`config.mk`:
```
export PLATFORM = sky130hd
export DESIGN_NAME = prime_uart_tx
export DESIGN_NICKNAME = d
export VERILOG_FILES = /design/src/rtl/prime_uart_pkg.sv /design/src/rtl/uart_tx_byte.sv /design/src/rtl/prime_uart_tx.sv
export SDC_FILE = /design/constraint.sdc
export NUM_CORES = 1
export LEC_CHECK = 0
export BUFFER_PORTS_ARGS = -buffer_cell sky130_fd_sc_hd__buf_2
export CAP_MARGIN = 0
export CORE_MARGIN = 3
export CORE_UTILIZATION = 60
export DETAILED_ROUTE_END_ITERATION = 8
export PLACE_DENSITY = 0.79
export SLEW_MARGIN = 0
export SYNTH_ARGS = -nofsm -noshare
export SYNTH_HDL_FRONTEND = slang
export SYNTH_SLANG_ARGS = --single-unit
```
`constraint.sdc`:
```
create_clock -name clk -period 4.5 [get_ports clk]
set_input_delay 0.9 -clock clk [delete_from_list [all_inputs] [get_ports clk]]
set_output_delay 0.9 -clock clk [all_outputs]
set_load 0.01 [all_outputs]
```
`src/rtl/prime_uart_pkg.sv`:
```
// Shared constants, FSM state types and the nibble-to-ASCII helper for the prime UART printer.
package prime_uart_pkg;

  localparam logic [7:0] CR      = 8'h0D;
  localparam logic [7:0] LF      = 8'h0A;
  localparam logic [7:0] ASCII_0 = 8'h30;
  localparam logic [7:0] ASCII_A = 8'h41;

  // Message sequencer (top) and per-character line FSM (byte transmitter).
  typedef enum logic [1:0] {M_IDLE, M_LOAD, M_SEND} msg_state_e;
  typedef enum logic [1:0] {TX_IDLE, TX_START, TX_DATA, TX_STOP} tx_state_e;

  function automatic logic [7:0] nib2ascii(input logic [3:0] n);
    return (n < 4'd10) ? (ASCII_0 + {4'h0, n}) : (ASCII_A + {4'h0, n} - 8'd10);
  endfunction

endpackage

```
`src/rtl/uart_tx_byte.sv`:
```
// 8N1 byte transmitter: start bit, 8 data bits LSB first, stop bit, each DIV clocks wide.
module uart_tx_byte
  import prime_uart_pkg::*;
#(
  parameter int DIV = 139
) (
  input  logic       clk,
  input  logic       rst,
  input  logic       i_start,
  input  logic [7:0] i_byte,
  output logic       o_busy,
  output logic       o_tx
);

  localparam int              CNT_W   = (DIV > 2) ? $clog2(DIV) : 1;
  localparam logic [CNT_W-1:0] CNT_TOP = CNT_W'(DIV - 1);

  tx_state_e        r_state, w_nxt;
  logic [CNT_W-1:0] r_cnt;
  logic [2:0]       r_bit;
  logic [7:0]       r_sh;
  logic             r_tx;
  logic             w_tick, w_load;

  assign w_tick = (r_cnt == '0);
  // Busy drops during the last stop-bit cycle so the next byte can start with no gap.
  assign o_busy = (r_state != TX_IDLE) && !((r_state == TX_STOP) && w_tick);
  assign w_load = i_start && !o_busy;
  assign o_tx   = r_tx;

  always_ff @(posedge clk or posedge rst) begin
    if (rst) r_state <= TX_IDLE;
    else     r_state <= w_nxt;
  end

  always_comb begin
    w_nxt = r_state;
    case (r_state)
      TX_IDLE:  if (i_start) w_nxt = TX_START;
      TX_START: if (w_tick) w_nxt = TX_DATA;
      TX_DATA:  if (w_tick && r_bit == 3'd7) w_nxt = TX_STOP;
      TX_STOP:  if (w_tick) w_nxt = i_start ? TX_START : TX_IDLE;
      default:  w_nxt = TX_IDLE;
    endcase
  end

  always_ff @(posedge clk or posedge rst) begin
    if (rst) begin
      r_cnt <= '0;
      r_bit <= '0;
      r_sh  <= '0;
      r_tx  <= 1'b1;
    end else if (w_load) begin
      r_sh  <= i_byte;
      r_cnt <= CNT_TOP;
      r_bit <= '0;
      r_tx  <= 1'b0;
    end else if (r_state != TX_IDLE) begin
      if (w_tick) begin
        r_cnt <= CNT_TOP;
        case (r_state)
          TX_START: r_tx <= r_sh[0];
          TX_DATA: begin
            r_tx  <= (r_bit == 3'd7) ? 1'b1 : r_sh[1];
            r_sh  <= r_sh >> 1;
            r_bit <= r_bit + 3'd1;
          end
          default:  r_tx <= 1'b1;
        endcase
      end else begin
        r_cnt <= r_cnt - 1'b1;
      end
    end
  end

endmodule

```
`src/rtl/prime_uart_tx.sv`:
```
// Prints each accepted prime as uppercase hex + CR LF over an 8N1 UART.
// Define PRIME_UART_ZERO_SUPPRESS_EN to drop leading zero digits (at least one digit is kept).
module prime_uart_tx
  import prime_uart_pkg::*;
#(
  parameter  int WIDTH_LOG = 4,
  parameter  int CLK_HZ    = 16000000,
  parameter  int BAUD      = 115200,
  localparam int W         = 1 << WIDTH_LOG
) (
  input  logic         clk,
  input  logic         rst,
  input  logic         valid,
  input  logic [W-1:0] data,
  output logic         ready,
  output logic         tx
);

  localparam int DIV   = (CLK_HZ + BAUD / 2) / BAUD;
  localparam int NDIG  = W / 4;
  localparam int IDX_W = $clog2(NDIG + 3);
  localparam logic [IDX_W-1:0] IDX_CR  = IDX_W'(NDIG);
  localparam logic [IDX_W-1:0] IDX_END = IDX_W'(NDIG + 2);

  if (DIV < 2 || WIDTH_LOG < 2) begin : g_param_chk
    $error("prime_uart_tx: DIV must be >= 2 and W a multiple of 4");
  end

  msg_state_e       r_state, w_nxt;
  logic [W-1:0]     r_shift, w_shift_in;
  logic [IDX_W-1:0] r_idx, w_lz;
  logic [7:0]       w_char;
  logic             w_start, w_accept, w_busy;

`ifdef PRIME_UART_ZERO_SUPPRESS_EN
  // Count leading zero nibbles, never the last one, so 0 still prints "0".
  always_comb begin
    logic seen;
    seen = 1'b0;
    w_lz = '0;
    for (int i = NDIG - 1; i >= 1; i--) begin
      if (!seen && data[4*i +: 4] == 4'h0) w_lz = w_lz + 1'b1;
      else seen = 1'b1;
    end
  end
`else
  assign w_lz = '0;
`endif

  assign w_shift_in = data << {w_lz, 2'b00};
  assign ready      = (r_state == M_IDLE);

  always_comb begin
    if (r_idx < IDX_CR)       w_char = nib2ascii(r_shift[W-1 -: 4]);
    else if (r_idx == IDX_CR) w_char = CR;
    else                      w_char = LF;
  end

  always_ff @(posedge clk or posedge rst) begin
    if (rst) r_state <= M_IDLE;
    else     r_state <= w_nxt;
  end

  always_comb begin
    w_nxt    = r_state;
    w_start  = 1'b0;
    w_accept = 1'b0;
    case (r_state)
      M_IDLE: if (valid) begin
        w_accept = 1'b1;
        w_nxt    = M_LOAD;
      end
      M_LOAD: begin
        w_start = 1'b1;
        w_nxt   = M_SEND;
      end
      M_SEND: if (!w_busy) begin
        if (r_idx == IDX_END) w_nxt = M_IDLE;
        else                  w_start = 1'b1;
      end
      default: w_nxt = M_IDLE;
    endcase
  end

  // r_idx is the next character to send; the value register shifts one nibble per digit.
  always_ff @(posedge clk or posedge rst) begin
    if (rst) begin
      r_shift <= '0;
      r_idx   <= '0;
    end else if (w_accept) begin
      r_shift <= w_shift_in;
      r_idx   <= w_lz;
    end else if (w_start) begin
      r_idx <= r_idx + 1'b1;
      if (r_idx < IDX_CR) r_shift <= r_shift << 4;
    end
  end

  uart_tx_byte #(.DIV(DIV)) u_byte (
    .clk    (clk),
    .rst    (rst),
    .i_start(w_start),
    .i_byte (w_char),
    .o_busy (w_busy),
    .o_tx   (tx)
  );

endmodule
```
==> results, run 1 <==
- The number of fill cells in the layout is 290.
- The tool flagged a number of max-cap violations equal to 0.
- The worst setup skew after layout is 0.00463 ns.
- The global-route congestion overflow total is 0.
- The number of pins with negative max-slew slack in the final report is 0.
- No sink is reached through more buffers than the 2 on the longest clock path.
- The type of the tightest min-delay check is flop to flop.
- The final routed wire length divided by cell count is 14.9 um.
- The worst hold path passes through 2 cells.
- Summing all non-filler instances in the final layout gives an area of 0.00272 mm2.
- The via-per-instance ratio is 5.94.
- STA classifies the critical path endpoint as a flop.
- The timing-limited maximum frequency is 0.420 GHz.
- The core occupancy in the finished layout is 71.1%.
- The internal power consumption is 1.02 mW.
- In this run the standard cell core region covers 0.00383 mm2.
- TritonCTS built the clock tree.
- The pin count of the biggest net entering global routing is 43.
- The clock root buffer is sky130_fd_sc_hd__clkbuf_8.
- The die height is 70.3 um.
- The quantity of hold-fixing buffers added after cts is 0.
- From synthesis to final layout, the design area changed by 9.58%.
- The length of routed wiring on met1 is 2500 um.
- The antenna diode instance count is 0.
- The completed layout was analyzed and its total power is 1.79 mW.
- The clock edge transition at the registers on the reported setup and hold paths is 0.08 ns.
- The required time of the worst setup path is 4.65 ns.
- In the routed design, unresolved DRC markers number 0.
- The cell type with the highest aggregate area in the netlist is sky130_fd_sc_hd__dfrtp_1.
- The count of vias placed by the detailed router is 1978.
- For the finished layout, the period the worst path requires is 2.38 ns.
- Counting distinct cell types in the post-synthesis netlist gives 47.
- The clock tree synthesis step divided the H-tree into 2 levels.
- The data arrival at the endpoint of the critical path is 2.53 ns.
- Across the whole layout, storage elements account for 0.00105 mm2.
- The predominant post-synthesis flop cell is sky130_fd_sc_hd__dfrtp_1.
- The worst-case IR drop observed on VDD is 390 uV.
- In this run the tool buffered the top-level ports with 20 buffer cells.
- The total wire length after detailed routing is 4960 um.
- The post-cts resize count is 0.
- The number of flops mapped to enable cells by yosys is 0.
- Each instance of the synthesized netlist takes up on average 9.36 um2.
- The share of total power dissipated in sequential elements is 37.4%.
- Combinational logic is responsible for 48.6% of the overall power.
- The total nets after synthesis is 300.
- The worst setup slack after layout is 2.12 ns.
- The global-route wire length before repair is 9120 um.
- The critical path is of the flop to flop type.
- The worst path uses 52.9% of the clock period.
- The initial utilization of the core area, before any placement, comes to 64.8%.
- For the pin with the worst max-slew slack, the measured transition is 0.832 ns.
- The site row count is 22.
- Yosys printed 0 warnings.
- In the final layout, the share of cells above drive strength 1 is 12.6%.
- The flow ran to the end, and the final reports show no timing, DRC or antenna violations.
- The worst reg-to-reg path cell count is 6.
- Setup violations remaining at the end of the flow were counted as 0.
- Clock tree synthesis found a total of 42 sinks.
- The final hold violation count was 0.
- The half-perimeter wire length of the detailed placement result is 3500 um.
- The worst relative slew slack is 44.3%.
- In the final layout, the multi-input gates occupy 0.00133 mm2.
- The relative contribution of the clock network to total power is 14.0%.
- For this run, the detailed router's first-pass iteration total came to 4.
- TritonCTS created 5 clock buffers.
- The biggest fanout along the worst timing path is 11.
- The buffer count from post-CTS setup fixing is 0.
- After detailed placement, the total cell area comes to 0.00263 mm2.
- For this design the static power due to leakage is 1.25 nW.
- The latest clock arrival within the worst-skew pair is 0.30 ns.
- Counting flops with an async set or reset pin after synthesis yields a share of 100%.
- The number of cells produced by synthesis is 265.
- The number of antenna violations at the first check in global routing is 0.
- The wire length on met3 is 189 um.
- The number of nets at the end of the flow is 319.
- The residual antenna-violating net count after detailed routing is 0.
- The post-synthesis sequential area ratio is 42.4%.
- Setup repair after global routing left no endpoint under its margin.
- The die covers 0.00494 mm2.
- The cell area power density is 657 mW/mm2.
- Across every metal layer, demand over resource in global routing totals 22.4%.
- The uppermost signal routing layer after detailed routing is met4.
- The number of global-route vias before repair is 1957.
- Summed over all nets, wire length on met2 after detailed routing comes to 2230 um.
- Pin placement for this block handled 21 I/O pins.
- The first routing iteration left 77 violations.
- The proportion of netlist area held by the largest area contributor is 41.4%.
- Net switching is 43.0% of the power.
- The post-placement setup slack is 2.12 ns.
- The register bit count reported by yosys is 42.
- By area the synthesized netlist is led by sky130_fd_sc_hd__dfrtp_1 (41%), sky130_fd_sc_hd__ha_1 (8.1%), sky130_fd_sc_hd__o211ai_1 (7.0%), sky130_fd_sc_hd__nand2_1 (6.5%), sky130_fd_sc_hd__mux2i_1 (5.2%).
- The die is 70.3 um wide.
- The synthesized cell area is 0.00248 mm2.
- The worst setup path is launched from a flop.
- For the final routed database, the setup TNS stands at 0 ns.
- The analysis attributes to net switching a power of 0.769 mW.
- The final RePlAce weighted congestion is 0.809.
layout by cell type, fill, tap and decap left out, types with 3 or more instances in the layout:
| cell type | count |
|---|---|
| sky130_fd_sc_hd__nand2_1 | 43 |
| sky130_fd_sc_hd__dfrtp_1 | 41 |
| sky130_fd_sc_hd__o211ai_1 | 23 |
| sky130_fd_sc_hd__buf_2 | 20 |
| sky130_fd_sc_hd__o21ai_0 | 18 |
| sky130_fd_sc_hd__inv_1 | 16 |
| sky130_fd_sc_hd__ha_1 | 16 |
| sky130_fd_sc_hd__mux2i_1 | 13 |
| sky130_fd_sc_hd__a21oi_1 | 10 |
| sky130_fd_sc_hd__nor2_1 | 8 |
| sky130_fd_sc_hd__or4_1 | 7 |
| sky130_fd_sc_hd__clkbuf_8 | 6 |
| sky130_fd_sc_hd__o21bai_1 | 5 |
| sky130_fd_sc_hd__nand2b_1 | 4 |
| sky130_fd_sc_hd__a31oi_1 | 4 |
| sky130_fd_sc_hd__o31ai_1 | 4 |
| sky130_fd_sc_hd__buf_4 | 4 |
| sky130_fd_sc_hd__nor2b_1 | 3 |
power by group through the flow:
| stage | sequential [mW] | clock [mW] | combinational (mW) |
|---|---|---|---|
| after floorplan | 0.641 | 0 | 0.670 |
| after global placement | 0.666 | 0 | 0.839 |
| after detailed placement | 0.672 | 0 | 0.865 |
| after CTS | 0.666 | 0.255 | 0.872 |
| after global routing | 0.692 | 0.269 | 0.994 |
| final | 0.668 | 0.251 | 0.869 |
layer usage:
| metal | global-route usage, % | vias to the layer above |
|---|---|---|
| met5 | 0 | - |
| met2 | 33.2 | 33 |
| li1 | - | 996 |
| met3 | 3.88 | 5 |
| met1 | 33.9 | 944 |
| met4 | 5.53 | 0 |
logic make-up (layout without fill, tap and decap cells):
logic type,after synthesis,count (layout),share of synthesized area [%]
multiplexers,14,14,5.70
flip-flops,42,42,42.4
XOR/XNOR,2,2,0.706
adder cells (fa/ha/maj),16,16,8.07
AO/OA/AOI/OAI,78,78,20.9
AND/OR/NAND/NOR,85,85,17.8
buffers and inverters,28,48,4.44
worst max-delay path: stages (launching register included):
cell,delay [ns]
sky130_fd_sc_hd__dfrtp_1,0.43
sky130_fd_sc_hd__inv_1,0.13
sky130_fd_sc_hd__ha_1,0.17
sky130_fd_sc_hd__nor4b_4,0.35
sky130_fd_sc_hd__a31oi_1,0.26
sky130_fd_sc_hd__nor2_1,0.71
sky130_fd_sc_hd__o21ai_0,0.19
cells in the mapped netlist (2+ instances only):
library cell                n
sky130_fd_sc_hd__and2_1     2
sky130_fd_sc_hd__a21boi_0   2
sky130_fd_sc_hd__o21a_1     2
sky130_fd_sc_hd__buf_2      4
sky130_fd_sc_hd__dfrtp_1   41
sky130_fd_sc_hd__o21ai_0   18
sky130_fd_sc_hd__nand2_1   43
sky130_fd_sc_hd__clkbuf_1   8
sky130_fd_sc_hd__mux2i_1   13
sky130_fd_sc_hd__nor2_1     8
sky130_fd_sc_hd__o31ai_1    4
sky130_fd_sc_hd__o211ai_1  23
sky130_fd_sc_hd__inv_1     16
sky130_fd_sc_hd__or3_1      2
sky130_fd_sc_hd__nor3_1     2
sky130_fd_sc_hd__and3_1     2
sky130_fd_sc_hd__or4_1      7
sky130_fd_sc_hd__nor3b_1    2
sky130_fd_sc_hd__nand2b_1   4
sky130_fd_sc_hd__a21oi_1   10
sky130_fd_sc_hd__ha_1      16
sky130_fd_sc_hd__nor2b_1    3
sky130_fd_sc_hd__o21bai_1   5
sky130_fd_sc_hd__nand3_1    2
sky130_fd_sc_hd__a31oi_1    4
flip-flops by register name, indices dropped and copies added (netlist names):
register	count
u_byte.r_bit	3
u_byte.o_tx	1
r_shift	16
u_byte.r_cnt	8
u_byte.r_state	2
u_byte.r_sh	7
r_state	2
r_idx	3
layout make-up:
class                   count  area share (%)
clock inverters             1           0.184
clock buffers               7            3.18
well taps                  48            2.21
multi-input cells         195            48.7
repair buffers             24            4.79
inverters                  16            2.21
flip-flops and latches     42            38.7
through the flow:
step / std cells / hold slack [ns]
final: 333 / 0.524
after detailed placement: 325 / 0.519
after global routing: 333 / 0.549
after CTS: 333 / 0.528
after global placement: 325 / 0.502
after floorplan: 265 / 0.493
final timing paths:
kind / startpoint / endpoint / slack, ns
max: u_byte.r_cnt[0] / u_byte.r_sh[6] / 2.12
min: u_byte.o_tx / u_byte.o_tx / 0.52
max reg2reg: u_byte.r_cnt[0] / u_byte.r_sh[6] / 2.12
min reg2reg: u_byte.o_tx / u_byte.o_tx / 0.52
max in group asynchronous: rst / u_byte.o_tx / 3.42
min in group asynchronous: rst / u_byte.r_bit[1] / 0.72
Power figures use the tool's default switching activity.
==> run 2, diff against run 1 <==
--- a/config.mk
+++ b/config.mk
@@ -5,6 +5,7 @@
 export SDC_FILE = /design/constraint.sdc
 export NUM_CORES = 1
 export LEC_CHECK = 0
+export ABC_AREA = 1
 export BUFFER_PORTS_ARGS = -buffer_cell sky130_fd_sc_hd__buf_2
 export CAP_MARGIN = 0
 export CORE_MARGIN = 3
==> constraint.sdc (replaced) <==
create_clock -name clk -period 2.45 [get_ports clk]
set_input_delay 0.49 -clock clk [delete_from_list [all_inputs] [get_ports clk]]
set_output_delay 0.49 -clock clk [all_outputs]
set_load 0.01 [all_outputs]
==> results, run 2 <==
- Status: finished, final reports clean (unchanged).
- The synthesized cell area is 0.00265 mm2 (was 0.00248 mm2).
- The final RePlAce weighted congestion is 0.763 (was 0.809).
- The antenna diode instance count came to 0 (unchanged).
- The clock sink count is 42 (unchanged).
- The kind of end point of the critical path was a flop (unchanged).
- The global-route congestion overflow total is 0 (unchanged).
- The post-placement setup slack is 0.385 ns (was 2.12 ns).
- The post-synthesis sequential area ratio is 39.8% (was 42.4%).
- The die area is 0.00524 mm2 (was 0.00494 mm2).
- The pin count of the biggest net entering global routing is 43 (unchanged).
- The minimum clock period after layout is 2.06 ns (was 2.38 ns).
- The buffer count from post-CTS setup fixing came to 0 (unchanged).
- The area overhead of the layout relative to synthesis is 7.33% (was 9.58%).
- The post-synthesis share of cell area spent on full adders, half adders and majority gates is 7.57% (was 8.07%).
- The kind of critical path is flop to flop (unchanged).
- The post-cts resize count is 0 (unchanged).
- The combinational family with the most area after synthesis is simple AND/OR/NAND/NOR gates (was compound AO/OA/AOI/OAI gates).
- The library cell with the highest instance count after synthesis is sky130_fd_sc_hd__nand2_1 (unchanged).
- The count of buffers inserted at the top-level ports is 20 (unchanged).
- The post-synthesis share of cell area spent on and, or, nand and nor gates is 26.6% (was 17.8%).
- The slack of the worst reg-to-reg path is 0.39 ns (was 2.12 ns).
- The clock edge transition at the registers on the reported setup and hold paths came to 0.08 ns (about the same).
- Most frequent cells in the layout: sky130_fd_sc_hd__nand2_1 (114), sky130_fd_sc_hd__inv_1 (41), sky130_fd_sc_hd__dfrtp_1 (41) (was sky130_fd_sc_hd__nand2_1 (43), sky130_fd_sc_hd__dfrtp_1 (41), sky130_fd_sc_hd__o211ai_1 (23)).
- The worst relative slew slack is 50.2% (was 44.3%).
- The kind of launch point of the worst setup path is a flop (unchanged).
- The first-pass detailed-route iteration total is 4 (unchanged).
- The transition at the pin with the smallest max-transition slack is 0.743 ns (was 0.832 ns).
- The quantity of hold-fixing buffers added after cts is 0 (unchanged).
- The number of fill cells in the layout is 347 (was 290).
- The latest clock arrival within the worst-skew pair is 0.30 ns (about the same).
- The predominant post-synthesis flop cell is sky130_fd_sc_hd__dfrtp_1 (unchanged).
- The final hold violation count is 0 (unchanged).
- The timing-limited maximum frequency came to 0.484 GHz (was 0.420 GHz).
- The remaining routing DRC violations was 0 (unchanged).
- The number of levels in the clock H-tree is 2 (unchanged).
- The total of max-cap violations came to 0 (unchanged).
- The number of placed I/O pins was 21 (unchanged).
- Setup repair after global routing missed its margin: false (unchanged).
- The cell type with the highest aggregate area in the netlist is sky130_fd_sc_hd__dfrtp_1 (unchanged).
- The number of global-route vias before repair is 2059 (was 1957).
- The total wire length after detailed routing is 4940 um (was 4960 um).
- Most numerous cell types in the synthesized netlist: sky130_fd_sc_hd__nand2_1 (114), sky130_fd_sc_hd__dfrtp_1 (41), sky130_fd_sc_hd__inv_1 (41), sky130_fd_sc_hd__nand3_1 (21), sky130_fd_sc_hd__o21ai_0 (19) (was sky130_fd_sc_hd__nand2_1 (43), sky130_fd_sc_hd__dfrtp_1 (41), sky130_fd_sc_hd__o211ai_1 (23), sky130_fd_sc_hd__o21ai_0 (18)).
- The total negative slack is 0 ns (unchanged).
- The number of buffers created by CTS came to 5 (unchanged).
- The total leakage power is 1.53 nW (was 1.25 nW).
- The global router's overall resource usage came to 21.1% (was 22.4%).
- The reg-to-reg critical path endpoint is u_byte.o_tx (was u_byte.r_sh[6]).
- The site row count was 23 (was 22).
- The area occupied by multi-input gates is 0.00133 mm2 (about the same).
- The residual antenna-violating net count after detailed routing is 0 (unchanged).
- The count of vias placed by the detailed router is 2134 (was 1978).
- The required time of the worst setup path came to 2.67 ns (was 4.65 ns).
- The clock root buffer is sky130_fd_sc_hd__clkbuf_8 (unchanged).
- The via-per-instance ratio is 5.30 (was 5.94).
- The largest register by flop count is r_shift (unchanged).
- The buffer levels on the longest clock path is 2 (unchanged).
- The biggest fanout along the worst timing path is 28 (was 11).
- Regs by FF count: r_shift (16), u_byte.r_cnt (8), u_byte.r_sh (7) (unchanged).
- The number of cells produced by synthesis is 333 (was 265).
- The number of antenna violations at the first check in global routing is 0 (unchanged).
- The clock tree from TritonCTS is done (unchanged).
- The async set or reset register ratio after synthesis is 100% (unchanged).
- The commonest non-fill, non-tap cell in the layout is sky130_fd_sc_hd__nand2_1 (unchanged).
- The number of design-rule violations left by the first detailed-router iteration is 146 (was 77).
- The launching point of the worst reg2reg path is r_state[0] (was u_byte.r_cnt[0]).
- The post-synthesis share of cell area spent on xor and xnor gates is 2.32% (was 0.706%).
- The number of nets at the end of the flow is 387 (was 319).
- The final-report setup violation count is 0 (unchanged).
- The core occupancy in the finished layout is 69.0% (was 71.1%).
- The core box area is 0.00412 mm2 (was 0.00383 mm2).
- The worst reg-to-reg path cell count came to 9 (was 6).
- The area used by sequential logic in the layout was 0.00105 mm2 (unchanged).
- The final routed wire length divided by cell count came to 12.2 um (was 14.9 um).
- The worst setup slack after layout is 0.385 ns (was 2.12 ns).
- The global-route wire length before repair is 8850 um (was 9120 um).
- The total nets after synthesis is 368 (was 300).
- The part of the cycle the worst path needs came to 84.3% (was 52.9%).
- The count of distinct cell types in the synthesized netlist is 34 (was 47).
- The data arrival at the endpoint of the critical path is 2.29 ns (was 2.53 ns).
- The average cell area after synthesis is 7.94 um2 (was 9.36 um2).
- The register bit count reported by yosys is 42 (unchanged).
- The worst hold slack across all endpoints came to 0.311 ns (was 0.524 ns).
- The half-perimeter wire length of the detailed placement result is 3490 um (was 3500 um).
- The cell area power density is 1210 mW/mm2 (was 657 mW/mm2).
- The number of warnings printed during yosys synthesis is 0 (unchanged).
- The proportion of netlist area held by the largest area contributor was 38.8% (was 41.4%).
- The peak supply drop is 803 uV (was 390 uV).
- The type of the tightest min-delay check was input pin to async pin (was flop to flop).
- Cells taking the most area after synthesis: sky130_fd_sc_hd__dfrtp_1 (39%), sky130_fd_sc_hd__nand2_1 (16%), sky130_fd_sc_hd__ha_1 (7.6%), sky130_fd_sc_hd__inv_1 (5.8%), sky130_fd_sc_hd__nand3_1 (4.0%) (was sky130_fd_sc_hd__dfrtp_1 (41%), sky130_fd_sc_hd__ha_1 (8.1%), sky130_fd_sc_hd__o211ai_1 (7.0%), sky130_fd_sc_hd__nand2_1 (6.5%), sky130_fd_sc_hd__mux2i_1 (5.2%)).
- The number of flops mapped to enable cells by yosys is 0 (unchanged).
- The complex-gate fraction of the synthesized area is 14.0% (was 20.9%).
- The number of pins with negative max-slew slack in the final report came to 0 (unchanged).
- The die height is 72.4 um (was 70.3 um).
- The x dimension of the die is 72.4 um (was 70.3 um).
- The total chip power was 3.43 mW (was 1.79 mW).
- The fraction of layout instances using a drive strength above 1 is 17.0% (was 12.6%).
- The fraction of synthesized area in multiplexers is 0% (was 5.70%).
- The worst setup skew after layout is 0.00488 ns (was 0.00463 ns).
- The flip-flop count of the largest register after layout is 16 (unchanged).
- The starting utilization of the core area is 64.3% (was 64.8%).
==> run 2: power by group <==
group	internal [mW]	switching, mW	total (mW)
combinational	0.650	1.17	1.82
sequential	0.978	0.165	1.14
clock	0.228	0.239	0.466
==> run 2: through the flow <==
stage / area (um2) / instances
2_1_floorplan: 2650 / 333
3_3_place_gp: 2750 / 395
3_5_place_dp: 2750 / 395
4_1_cts: 2840 / 403
5_1_grt: 2840 / 403
6_report: 2840 / 403
==> run 2: logic make-up after synthesis <==
logic type / after synthesis
xor+xnor: 7
buf+inv: 57
compound gates: 54
simple gates: 157
fa+ha+maj: 16
flops: 42
==> run 2: metal layers <==
metal  part of all wire (%)  GRT usage, %
met5                      0             0
met4                    1.3          7.17
met3                    3.8          5.12
met2                     46          32.5
met1                     48          29.4
==> run 2: worst max-delay path: stages, from the launching register on <==
cell and delay (ns):
sky130_fd_sc_hd__dfrtp_1 0.40, sky130_fd_sc_hd__inv_1 0.08, sky130_fd_sc_hd__ha_1 0.19, sky130_fd_sc_hd__inv_1 0.08
sky130_fd_sc_hd__a21oi_2 0.06, sky130_fd_sc_hd__o211ai_4 0.61, sky130_fd_sc_hd__nand2_4 0.25, sky130_fd_sc_hd__nand2_1 0.19
sky130_fd_sc_hd__nand2_1 0.06, sky130_fd_sc_hd__o21ai_0 0.07
==> run 2: cell type report <==
class	instances	share of cell area, %
Multi-Input combinational cell	234	47.0
Timing Repair Buffer	24	4.58
Sequential cell	42	37.1
Clock buffer	7	3.04
Inverter	45	5.95
Tap cell	50	2.20
Clock inverter	1	0.176
==> run 2: worst max path at each step <==
stage                      startpoint  cells after the start         endpoint  slack [ns]
global placement           r_state[0]                      8  u_byte.r_bit[0]        0.46
detailed placement         r_state[0]                      8   u_byte.r_sh[2]        0.39
global route               r_state[0]                      9      u_byte.o_tx        0.14
floorplan           u_byte.r_state[0]                     10  u_byte.r_bit[1]        0.73
CTS                        r_state[0]                      9      u_byte.o_tx        0.38
finish                     r_state[0]                      9      u_byte.o_tx        0.39
==> run 3, diff against run 2 <==
--- a/config.mk
+++ b/config.mk
@@ -9,9 +9,9 @@
 export BUFFER_PORTS_ARGS = -buffer_cell sky130_fd_sc_hd__buf_2
 export CAP_MARGIN = 0
 export CORE_MARGIN = 3
-export CORE_UTILIZATION = 60
+export CORE_UTILIZATION = 54
 export DETAILED_ROUTE_END_ITERATION = 8
-export PLACE_DENSITY = 0.79
+export PLACE_DENSITY = 0.75
 export SLEW_MARGIN = 0
 export SYNTH_ARGS = -nofsm -noshare
 export SYNTH_HDL_FRONTEND = slang
==> constraint.sdc (replaced) <==
create_clock -name clk -period 1.8 [get_ports clk]
set_input_delay 0.36 -clock clk [delete_from_list [all_inputs] [get_ports clk]]
set_output_delay 0.36 -clock clk [all_outputs]
set_load 0.01 [all_outputs]
==> results, run 3 (same netlist as run 2, synthesis figures left out) <==
- Status: finished, final reports clean (unchanged).
- The final hold violation count was 0 (unchanged).
- The clock tree from TritonCTS is done (unchanged).
- The number of placed I/O pins is 21 (unchanged).
- The worst setup skew after layout is 0.00830 ns (was 0.00488 ns).
- The total wire length after detailed routing came to 5070 um (was 4940 um).
- The die height is 76.0 um (was 72.4 um).
- The count of vias placed by the detailed router came to 2148 (was 2134).
- The transition at the pin with the smallest max-transition slack is 0.534 ns (was 0.743 ns).
- The clock sink count is 42 (unchanged).
- The global-route congestion overflow total is 0 (unchanged).
- The kind of critical path is flop to flop (unchanged).
- The largest register by flop count is r_shift (unchanged).
- The timing-limited maximum frequency is 0.597 GHz (was 0.484 GHz).
- The die area came to 0.00577 mm2 (was 0.00524 mm2).
- The post-place instance area came to 0.00286 mm2 (was 0.00275 mm2).
- The biggest fanout along the worst timing path is 8 (was 28).
- The number of global-route vias before repair is 1947 (was 2059).
- The global router's overall resource usage is 18.8% (was 21.1%).
- The delay contributed by the slowest stage of the critical path is 0.40 ns (was 0.61 ns).
- The remaining routing DRC violations came to 0 (unchanged).
- The worst relative slew slack is 64.4% (was 50.2%).
- The latest clock arrival within the worst-skew pair is 0.29 ns (was 0.30 ns).
- The total leakage power is 1.60 nW (was 1.53 nW).
- The placed cell count came to 423 (was 395).
- The kind of end point of the critical path is a flop (unchanged).
- The x dimension of the die is 76.0 um (was 72.4 um).
- The clock edge transition at the registers on the reported setup and hold paths is 0.08 ns (about the same).
- The core box area is 0.00453 mm2 (was 0.00412 mm2).
- The buffer levels on the longest clock path was 2 (unchanged).
- The area of all placed cells without fillers is 0.00303 mm2 (was 0.00284 mm2).
- The residual antenna-violating net count after detailed routing came to 0 (unchanged).
- The number of nets at the end of the flow is 403 (was 387).
- The fraction of layout instances using a drive strength above 1 is 21.1% (was 17.0%).
- The data arrival at the endpoint of the critical path came to 1.86 ns (was 2.29 ns).
- The first-pass detailed-route iteration total is 4 (unchanged).
- The total of max-cap violations is 0 (unchanged).
- The peak supply drop is 847 uV (was 803 uV).
- The number of non-filler instances in the completed layout is 434 (was 403).
- The kind of launch point of the worst setup path is a flop (unchanged).
- The final routed wire length divided by cell count came to 11.7 um (was 12.2 um).
- The number of buffers created by CTS is 5 (unchanged).
- The clock root buffer is sky130_fd_sc_hd__clkbuf_8 (unchanged).
- The cell area power density is 1650 mW/mm2 (was 1210 mW/mm2).
- Regs by FF count: r_shift (16), u_byte.r_cnt (8), u_byte.r_sh (7) (unchanged).
- The global-route wire length before repair came to 9030 um (was 8850 um).
- The number of antenna violations at the first check in global routing was 0 (unchanged).
- The master of the slowest instance on the critical path is sky130_fd_sc_hd__dfrtp_1 (was sky130_fd_sc_hd__o211ai_4).
- Setup repair after global routing missed its margin: true (was false).
- The area used by sequential logic in the layout is 0.00105 mm2 (unchanged).
- Cell chain of the critical path: inv_1 > ha_1 > inv_1 > a21oi_4 > buf_4 > nand2_2 > nand2_4 > nand3_4 > buf_4 > nand3_1 > nand2_1 (was inv_1 > ha_1 > inv_1 > a21oi_2 > o211ai_4 > nand2_4 > nand2_1 > nand2_1 > o21ai_0).
- The flip-flop count of the largest register after layout was 16 (unchanged).
- The number of design-rule violations left by the first detailed-router iteration came to 124 (was 146).
- The site row count is 24 (was 23).
- The area overhead of the layout relative to synthesis is 14.4% (was 7.33%).
- The total chip power is 4.98 mW (was 3.43 mW).
- The quantity of hold-fixing buffers added after cts is 0 (unchanged).
- The minimum clock period after layout was 1.67 ns (was 2.06 ns).
- The half-perimeter wire length of the detailed placement result was 3610 um (was 3490 um).
- The via-per-instance ratio is 4.95 (was 5.30).
- The antenna diode instance count is 0 (unchanged).
- Most frequent cells in the layout: sky130_fd_sc_hd__nand2_1 (114), sky130_fd_sc_hd__dfrtp_1 (41), sky130_fd_sc_hd__inv_1 (40) (was sky130_fd_sc_hd__nand2_1 (114), sky130_fd_sc_hd__inv_1 (41), sky130_fd_sc_hd__dfrtp_1 (41)).
- The total negative slack was 0 ns (unchanged).
- The required time of the worst setup path is 1.98 ns (was 2.67 ns).
- The area occupied by multi-input gates is 0.00135 mm2 (was 0.00133 mm2).
- The number of levels in the clock H-tree is 2 (unchanged).
- The number of pins with negative max-slew slack in the final report is 0 (unchanged).
- The number of fill cells in the layout came to 380 (was 347).
- The pin count of the biggest net entering global routing is 43 (unchanged).
- The core occupancy in the finished layout is 66.7% (was 69.0%).
- The final-report setup violation count is 0 (unchanged).
- The commonest non-fill, non-tap cell in the layout is sky130_fd_sc_hd__nand2_1 (unchanged).
- The final RePlAce weighted congestion is 0.862 (was 0.763).
- The count of buffers inserted at the top-level ports is 20 (unchanged).
- The starting utilization of the core area is 58.3% (was 64.3%).
- The type of the tightest min-delay check is input pin to async pin (unchanged).
- The part of the cycle the worst path needs is 93.0% (was 84.3%).
==> run 3: cell count changes in the layout (fill, tap and decap cells not counted) <==
cell                         delta
sky130_fd_sc_hd__a21oi_4        +1
sky130_fd_sc_hd__inv_1          -1
sky130_fd_sc_hd__o21ai_0        -2
sky130_fd_sc_hd__a21oi_2        -1
sky130_fd_sc_hd__nand2_8        +1
sky130_fd_sc_hd__buf_4         +14
sky130_fd_sc_hd__nand2_4        -1
sky130_fd_sc_hd__ha_2           +1
sky130_fd_sc_hd__o21ai_1        +2
sky130_fd_sc_hd__clkinvlp_4     +1
sky130_fd_sc_hd__buf_12         +2
sky130_fd_sc_hd__ha_1           -1
==> run 3: power by group <==
part	switching [mW]	internal, mW
Clock	0.317	0.310
Combinational	1.69	1.12
Sequential	0.218	1.33
Total	2.22	2.76
==> run 3: final cells by class <==
| cell class | instances | area share (%) |
|---|---|---|
| flip-flops and latches | 42 | 34.8 |
| multi-input cells | 234 | 44.7 |
| inverters | 45 | 5.71 |
| clock inverters | 1 | 0.165 |
| repair buffers | 40 | 9.10 |
| clock buffers | 7 | 2.85 |
| well taps | 65 | 2.69 |
==> run 3: critical path: cells and delay by family (launching register included) <==
kind	cells	cell delay [ns]
compound gates	1	0.17
fa+ha+maj	1	0.15
simple gates	5	0.36
flops	1	0.40
buf+inv	4	0.50
==> run 3: layer usage <==
| layer | vias to the layer above | GRT usage (%) | wire [um] |
|---|---|---|---|
| met1 | 978 | 28.4 | 2610 |
| met4 | 0 | 4.89 | 73 |
| met3 | 7 | 3.66 | 161 |
| met5 | - | 0 | 0 |
| met2 | 29 | 27.6 | 2230 |
| li1 | 1134 | - | - |
==> run 3: path summary, 6_finish.rpt <==
kind	to	slack (ns)	from	depth (start not counted)
max	r_shift[5]	0.13	r_state[0]	11
min	r_shift[14]	0.20	rst	3
max reg2reg	r_shift[5]	0.13	r_state[0]	11
min reg2reg	u_byte.o_tx	0.48	u_byte.o_tx	2
max in group asynchronous	u_byte.o_tx	1.24	rst	3
min in group clk	r_shift[0]	0.27	data[0]	3
==> run 3: per-stage QoR <==
stage / hold WS (ns) / setup WS (ns)
final: 0.199 / 0.126
after global routing: 0.266 / -0.0402
after CTS: 0.217 / 0.00907
after detailed placement: 0.483 / 0.0393
after global placement: 0.478 / 0.104
after floorplan: 0.451 / 0.0806
==> run 3: what timing repair did <==
action,CTS,global route
setup buffers,0,3
gates resized for setup,0,6
setup endpoints to repair,0,29
endpoints found under the hold margin,0,0
